==> src/rtl/alu_issue_stage.sv <==
// Operand-fetch / issue / writeback stage in front of a combinational ALU.
// One instruction per three cycles: IDLE accepts, EXEC drives the ALU, WB retires.
module alu_issue_stage #(
  parameter int N = 16
) (
  input  logic         clk,
  input  logic         rst_n,
  input  logic         instr_valid,
  output logic         instr_ready,
  input  logic [15:0]  instr,
  output logic [N-1:0] alu_a,
  output logic [N-1:0] alu_b,
  output logic [3:0]   alu_op,
  input  logic [N-1:0] alu_out,
  output logic         done,
  output logic [N-1:0] result,
  input  logic [2:0]   dbg_addr,
  output logic [N-1:0] dbg_data
);

  typedef enum logic [1:0] {IDLE, EXEC, WB} state_t;

  state_t            state_q, state_d;
  logic [15:0]       instr_q, instr_d;
  logic [N-1:0]      result_q, result_d;
  logic [7:0][N-1:0] regs_q, regs_d;

  logic         imm_f;
  logic [2:0]   op, rd, rs1, rs2;
  logic [N-1:0] imm_sext;

  assign imm_f    = instr_q[15];
  assign op       = instr_q[14:12];
  assign rd       = instr_q[11:9];
  assign rs1      = instr_q[8:6];
  assign rs2      = instr_q[5:3];
  assign imm_sext = {{(N-6){instr_q[5]}}, instr_q[5:0]};

  always_comb begin
    state_d     = state_q;
    instr_d     = instr_q;
    result_d    = result_q;
    regs_d      = regs_q;
    instr_ready = 1'b0;
    done        = 1'b0;
    alu_a       = '0;
    alu_b       = '0;
    alu_op      = 4'd0;
    case (state_q)
      IDLE: begin
        // Gate with rst_n so upstream never sees ready while held in reset.
        instr_ready = rst_n;
        if (instr_valid) begin
          instr_d = instr;
          state_d = EXEC;
        end
      end
      EXEC: begin
        alu_a    = regs_q[rs1];
        alu_b    = imm_f ? imm_sext : regs_q[rs2];
        alu_op   = {1'b0, op};
        result_d = alu_out;
        if (rd != 3'd0) regs_d[rd] = alu_out;
        state_d  = WB;
      end
      WB: begin
        done    = 1'b1;
        state_d = IDLE;
      end
      default: state_d = IDLE;
    endcase
    // r0 is hardwired to zero.
    regs_d[0] = '0;
  end

  always_ff @(posedge clk or negedge rst_n) begin
    if (!rst_n) begin
      state_q  <= IDLE;
      instr_q  <= '0;
      result_q <= '0;
      regs_q   <= '0;
    end else begin
      state_q  <= state_d;
      instr_q  <= instr_d;
      result_q <= result_d;
      regs_q   <= regs_d;
    end
  end

  assign result   = result_q;
  assign dbg_data = regs_q[dbg_addr];

endmodule

==> config.mk <==
export PLATFORM = sky130hd
export DESIGN_NAME = alu_issue_stage
export DESIGN_NICKNAME = d
export VERILOG_FILES = /design/src/rtl/alu_issue_stage.sv
export SDC_FILE = /design/constraint.sdc
export NUM_CORES = 1
export LEC_CHECK = 0
export CORE_MARGIN = 2
export CORE_UTILIZATION = 40
export CTS_CLUSTER_DIAMETER = 60
export DETAILED_ROUTE_END_ITERATION = 16
export PLACE_DENSITY_LB_ADDON = 0.05
export SLEW_MARGIN = 20
export SYNTH_ARGS = -nofsm -noshare
export SYNTH_HDL_FRONTEND = slang
export SYNTH_SLANG_ARGS = --single-unit
==> constraint.sdc <==
create_clock -name clk -period 3.1 [get_ports clk]
set_clock_uncertainty 0.1 [all_clocks]
set_input_delay 0.775 -clock clk [delete_from_list [all_inputs] [get_ports clk]]
set_output_delay 0.775 -clock clk [all_outputs]
set_load 0.01 [all_outputs]
# After elaboration in Yosys (flattened, before gate mapping)
# Index checks and enable logic that the tools add are counted.
dict set report word_totals {
  out_inout_bits 70
  in_bits 38
  word_cells 40
  reg_bits 146
}
dict set report classes {
  n_reduce_logical 5
  magnitude_cmp 5
  mux 17
  n_eq_ne 3
}
# cell n
set op_table {}
lappend op_table {{$bmux W16 S3} 3}
lappend op_table {{$bwmux W128} 1}
lappend op_table {{$mux W16} 7}
lappend op_table {{$demux W16 S3} 1}
lappend op_table {{$lt A3 B4 Y1 const B} 4}
lappend op_table {{$pmux W2 S2} 1}
lappend op_table {{$reduce_and A2 Y1} 2}
lappend op_table {{$ge A3 B1 Y1 const B} 1}
lappend op_table {{$mux W3} 1}
lappend op_table {{$reduce_bool A3 Y1} 1}
lappend op_table {{$eq A2 B1 Y1 const B} 1}
lappend op_table {{$eq A2 B2 Y1 const B} 1}
lappend op_table {{$logic_not A2 Y1} 1}
lappend op_table {{$mux W1} 2}
lappend op_table {{$mux W2} 1}
lappend op_table {{$ne A2 B2 Y1 const B} 1}
lappend op_table {{$logic_and A1 B1 Y1} 1}

# Logic depth before layout (Yosys ltp)
# Gate-level depths: netlist of the first run.
dict set report depth {
  depth_word 5
  mapped_depth 7
  ltp_nobuf 5
}

# Worst setup path before layout of the first run
# Ideal clock, no wire load.
dict set report synth_timing {
  kind {input -> output}
  start {in dbg_addr[0]}
  end {out dbg_data[12]}
  path_buffers 2
  setup_slack_ns 0.196
  t_arrival_ns 2.029
  stages 5
  required_ns 2.225
  cell_sequence {buf_2 buf_1 mux4_2 nand2_1 o21ai_0}
}
dict set report synth_between {
  elab_chain_cells 2
}
# item line_no
set synth_rtl {}
lappend synth_rtl {{start, declared} 17} ;# input logic [2:0] dbg_addr,
lappend synth_rtl {{$bmux W16 S3} 91} ;# assign dbg_data = regs_q[dbg_addr];
lappend synth_rtl {{$mux W16 (not written as such)} 91}
lappend synth_rtl {{end, declared} 18} ;# output logic [N-1:0] dbg_data
# No other way between the ends. The select of a mux whose other input is x is not followed.

# Worst setup path after layout of the first run
dict set report layout_timing {
  start {in dbg_addr[0]}
  end {out dbg_data[4]}
}
# Same word-level chain as after synthesis.

==> results of run 1 <==
[flip-flops by register name, summed over array words and instances (netlist names)]
signal	count
instr_q	16
regs_q	112
result	16
state_q	2
[area by class of cell]
type | count | area (sq um) | share of cell area [%]
multi-input cells | 438 | 4550 | 40.5
flip-flops and latches | 146 | 3660 | 32.5
repair buffers | 208 | 2070 | 18.4
clock buffers | 19 | 453 | 4.03
well taps | 270 | 338 | 3.00
clock inverters | 13 | 130 | 1.16
inverters | 12 | 52.6 | 0.467
[cell usage after synthesis, drive strengths merged (2+ instances only)]
cell	count
a21oi	7
o21ai	13
nor3b	4
inv	11
nor2b	21
buf	24
nand2	63
mux2	172
nor2	18
a22oi	20
dfrtp	146
and2	3
clkbuf	33
a221oi	28
nand2b	2
a2111oi	4
mux4	48
nand3b	2
nor3	17
o221a	11
[cell families (layout without fill, tap and decap cells)]
family,Yosys count,count (layout)
AO/OA/AOI/OAI,84,84
buffers and inverters,69,252
flip-flops,146,146
multiplexers,220,220
other,1,1
AND/OR/NAND/NOR,133,133
[through the flow]
step	cell area [sq um]	util [%]	total power, uW
2_1_floorplan	8350	-	6120
3_3_place_gp	10100	49.6	7580
3_5_place_dp	10100	49.6	7710
4_1_cts	11200	54.8	10000
5_1_grt	11200	55.2	10700
6_report	11200	55.2	10100
[repair_timing]
| item | CTS | global route |
|---|---|---|
| hold endpoints to repair | 0 | 0 |
| buffers inserted | 35 | 9 |
| cloned | 3 | 0 |
| pin swaps | 7 | 3 |
| setup endpoints to repair | 48 | 21 |
| gates resized for setup | 119 | 20 |
[layer usage]
layer / GRT usage (%) / routed length [um] / vias up
met5: 0 / 0 / -
met4: 8.86 / 687 / 0
li1: - / - / 2819
met2: 41.4 / 12900 / 247
met1: 34.1 / 11600 / 3266
met3: 5.06 / 1490 / 47
[power groups by stage]
stage	Combinational, uW	Sequential [uW]	Clock (uW)
after floorplan	2760	3360	0
after global placement	4030	3550	0
after detailed placement	4100	3610	0
after CTS	4350	3610	2080
after global routing	4720	3770	2180
final	4410	3640	2040
[worst min-delay path by stage]
stage               cells past startpoint     endpoint
floorplan                               1  instr_q[14]
global route                            1  instr_q[14]
global placement                        2    result[6]
finish                                  1  instr_q[12]
detailed placement                      2    result[4]
CTS                                     1  instr_q[12]
==> results.toml, run 1 <==
[logic_synthesis]
synth-simple-area-share_pct = 7.89
synth.area.top_cells = "dfrtp_1, mux2_2, mux4_2"
synth_seq_cells = 146
seq_area_frac_synth_pct = 43.7
synthAdderAreaFrac_pct = 0
ys_types = 37
synth_compound_area_share_pct = 7.94
synth.avg_cell_area_sq_um = 12.8
yosys_warnings = 0
synth_area_sq_mm = 0.00835
synth_mux_area_share_pct = 36.6
syn_inst = 653
synth_top_area_share_pct = 43.7
synth_ff_type = "dfrtp_1"
synth_edf_count = 0
synth_async_sr_flop_share_pct = 100
synth_xor_area_share_pct = 0
syn-num-nets = 691
yosys.area.top_type = "dfrtp_1"
synth_top_family_by_area = "multiplexers"

[critical_path]
crit_path_end_kind = "output pin"
worstReg2RegEnd = "regs_q[106]"
arrival_ns = 2.18
r2r-start = "state_q[1]"
reg2regPathDepth = 7
cp.required_ns = 2.22
cpPeakStageDelay_ns = 0.51
crit_cells = 7
endpoint = "dbg_data[4]"
cp_cell_sequence = "buf_6, buf_12, buf_4, mux4_2, inv_1, a21oi_1, dlygate4sd2_1"
rrSetupSlack_ns = 0.82
crit_slowest_cell = "mux4_2"
critPathTopFamily = "buffers and inverters"
startpoint = "dbg_addr[0]"
cp_max_fo = 5
path_class = "input port to output pin"
critPathBufInv = 5
crit_path_start_kind = "input port"

[timing]
whs_ns = 0.0602
tightest_slew_ns = 0.901
layout_min_cycle_time_ns = 3.06
max_freq_mhz = 327
hold_viol = 0
drv_slew = 0
fin_crit_sh_pct = 98.7
maxSlewHeadroom_pct = 39.9
worst_slack_ns = 0.0412
finalSetupTns_ns = 0
rsz0062_at_grt = "yes"
final-setup-viol-count = 0

[hold_path]
hp-class = "input port to asynchronous set/reset pin"

[route]
drtPass1Iterations = 5
drtAntennaViolNets = 0
drt_wl_total_um = 26700
routedWlPerCell_um = 24.1
vias_per_cell = 5.77
drtIter0Drc = 400
drc = 0
vias = 6379

[layout]
layout_commonest_cell = "mux2_2"
layout_common_cells = "mux2_2, dfrtp_1, buf_4, nand2_1, clkdlybuf4s50_1"
final_cell_count_no_fill = 1106
layout-drive-gt1-share_pct = 48.9
num-fill-cells = 1736
area_growth_pct = 34.7
antennaDiodeCount = 0
nets = 861

[global_routing]
grt_remaining_overflow = 0
grt_usage_pct = 25.4
grt_pass1_wl_um = 41700
grt_max_degree = 68
antenna_found_initial = 0
grt_pass1_vias = 6821

[power_and_ir_drop]
internal_power_uw = 6600
p_sw_uw = 3490
clockPowerShare_pct = 20.2
p_leak_uw = 0.00484
swShare_pct = 34.6
combinationalPowerShare_pct = 43.7
powerDensity_mw_per_mm2 = 896
seqPwrFrac_pct = 36.1
vdd_drop_max_mv = 0.398

[place]
portBuffers = 106
finalWeightedCongestion = 0.802
place_ws_ns = -0.520
dpl.hpwl_um = 16800
dp.cells = 1030

[clock_tree]
h-tree-depth = 4
clockBufferDepth = 2
cts_hold_buf = 0
clock-root-buffer = "clkbuf_16"
clk_latency_ns = 0.42
numClockSinks = 146
cts_buffers = 17
cts_tree = "done"
path_clk_slew_ns = 0.06

[floorplan]
core_region_area_sq_mm = 0.0204
initial_core_util_pct = 41.0
ios = 108
fp.dieW_um = 149
die_y_um = 149
core.rowCount = 52
die_area_sq_mm = 0.0221

[run]
cap_violations = 0

[status]
status = "complete, no violations"
Note: power is estimated with default switching activity, not from simulation.
==> inputs of run 2 (changes only) <==
--- a/config.mk
+++ b/config.mk
@@ -5,7 +5,7 @@
 export SDC_FILE = /design/constraint.sdc
 export NUM_CORES = 1
 export LEC_CHECK = 0
-export CORE_MARGIN = 2
+export CORE_MARGIN = 1
 export CORE_UTILIZATION = 40
 export CTS_CLUSTER_DIAMETER = 60
 export DETAILED_ROUTE_END_ITERATION = 16
==> constraint.sdc (replaced) <==
create_clock -name clk -period 3.1 [get_ports clk]
set_clock_uncertainty 0.1 [all_clocks]
set_input_delay 0.775 -clock clk [delete_from_list [all_inputs] [get_ports clk]]
set_output_delay 0.775 -clock clk [all_outputs]
set_load 0.1 [all_outputs]
==> run 2 against run 1 <==
Worst setup slack better by 0.012 ns; sequential share of layout area down 1.6 points; worst hold slack better by 0.27 ns; maximum frequency up 0.41%; via count down 0.82%; critical endpoint is now alu_b[7]; largest cell class unchanged; highest routed layer unchanged.
==> results.toml, run 2 (synthesis results as in run 1) <==
[status]
status = "complete, no violations"

[route]
drtAntennaViolNets = 0
drtPass1Iterations = 5
drtIter0Drc = 457
vias = 6327
drt_wl_total_um = 26500
routedWlPerCell_um = 24.8
vias_per_cell = 5.94
drc = 0

[floorplan]
core.rowCount = 52
fp.dieW_um = 147
initial_core_util_pct = 41.0
ios = 108
core_region_area_sq_mm = 0.0204
die_area_sq_mm = 0.0215
die_y_um = 147

[timing]
max_freq_mhz = 328
tightest_slew_ns = 0.858
finalSetupTns_ns = 0
hold_viol = 0
layout_min_cycle_time_ns = 3.05
drv_slew = 0
worst_slack_ns = 0.0537
fin_crit_sh_pct = 98.3
final-setup-viol-count = 0
rsz0062_at_grt = "yes"
maxSlewHeadroom_pct = 42.8

[critical_path]
crit_path_start_kind = "flip-flop"
cp.required_ns = 2.22
arrival_ns = 2.17
cp_max_fo = 12
path_class = "flip-flop to output pin"
rrSetupSlack_ns = 0.70
crit_path_end_kind = "output pin"

[clock_tree]
clockBufferDepth = 2
cts_tree = "done"
cts_buffers = 17
h-tree-depth = 4
clock-root-buffer = "clkbuf_16"
numClockSinks = 146
path_clk_slew_ns = 0.06
cts_hold_buf = 0
clk_latency_ns = 0.42

[layout]
layout_common_cells = "mux2_2, dfrtp_1, buf_12, buf_4, nand2_1"
layout_commonest_cell = "mux2_2"
postLayoutCoreUtil_pct = 58.0
largest_reg_flops = 112
nets = 821
num-fill-cells = 1653
layout-drive-gt1-share_pct = 59.2
area_growth_pct = 41.4
antennaDiodeCount = 0
top_register = "regs_q"

[global_routing]
grt_remaining_overflow = 0
grt_pass1_wl_um = 41900
grt_max_degree = 147
antenna_found_initial = 0
grt_usage_pct = 26.1
grt_pass1_vias = 6706

[power_and_ir_drop]
swShare_pct = 43.7
p_sw_uw = 5430
seqPwrFrac_pct = 29.4
powerDensity_mw_per_mm2 = 1050
combinationalPowerShare_pct = 53.7
internal_power_uw = 7000
p_leak_uw = 0.00485
vdd_drop_max_mv = 0.556
clockPowerShare_pct = 16.9

[place]
place_ws_ns = -0.365
dpl.hpwl_um = 16700
portBuffers = 106
finalWeightedCongestion = 0.854

[hold_path]
hp-class = "input port to asynchronous set/reset pin"

[run]
cap_violations = 0
-- run 2: path summary, 6_finish.rpt --
check / from / endpoint / depth (start not counted)
max: instr_q[4] / alu_b[7] / 6
min: rst_n / instr_q[14] / 2
max reg2reg: state_q[0] / regs_q[67] / 6
min reg2reg: result[8] / result[8] / 2
max in group asynchronous: rst_n / regs_q[48] / 2
min in group clk: result[8] / result[8] / 2
-- run 2: timing repair --
item / 4_1_cts / 5_1_grt
pin swaps: 0 / 1
gates resized for setup: 33 / 14
endpoints found under the setup margin: 48 / 31
cloned: 2 / 0
setup buffers: 2 / 0
-- run 2: power by group through the flow --
stage | combinational [uW] | clock, uW | sequential [uW]
final | 6680 | 2100 | 3650
after global routing | 6970 | 2220 | 3780
after CTS | 6650 | 2140 | 3610
after detailed placement | 6500 | 0 | 3600
after global placement | 6440 | 0 | 3540
after floorplan | 4360 | 0 | 3810
-- run 2: worst max-delay path: stages (launching register included) --
cell and delay [ns]:
dfrtp_2 0.41, buf_4 0.25, mux2_2 0.37, a22oi_1 0.19, nor2_1 0.07, o221a_2 0.29, buf_12 0.17
-- run 2: cell type report --
class                   count  area, sq um  share of cell area, %
flip-flops and latches    146         3660                   30.9
clock buffers              19          443                   3.75
inverters                  12         50.0                  0.424
clock inverters            13          150                   1.27
multi-input cells         438         4990                   42.2
repair buffers            168         2190                   18.5
well taps                 270          338                   2.86
-- run 2: routing by layer --
metal,global-route usage [%],share of wire (%)
met4,8.28,2.2
met1,36.6,45
met5,0,0
met2,41.0,48
met3,4.91,5.1
-- run 2: stage by stage --
stage	instances	area, sq um	hold slack [ns]	total power (uW)
after floorplan	653	8820	0.372	8170
after global placement	1030	11000	0.360	9980
after detailed placement	1030	11000	0.363	10100
after CTS	1066	11800	0.381	12400
after global routing	1066	11800	0.412	13000
final	1066	11800	0.330	12400
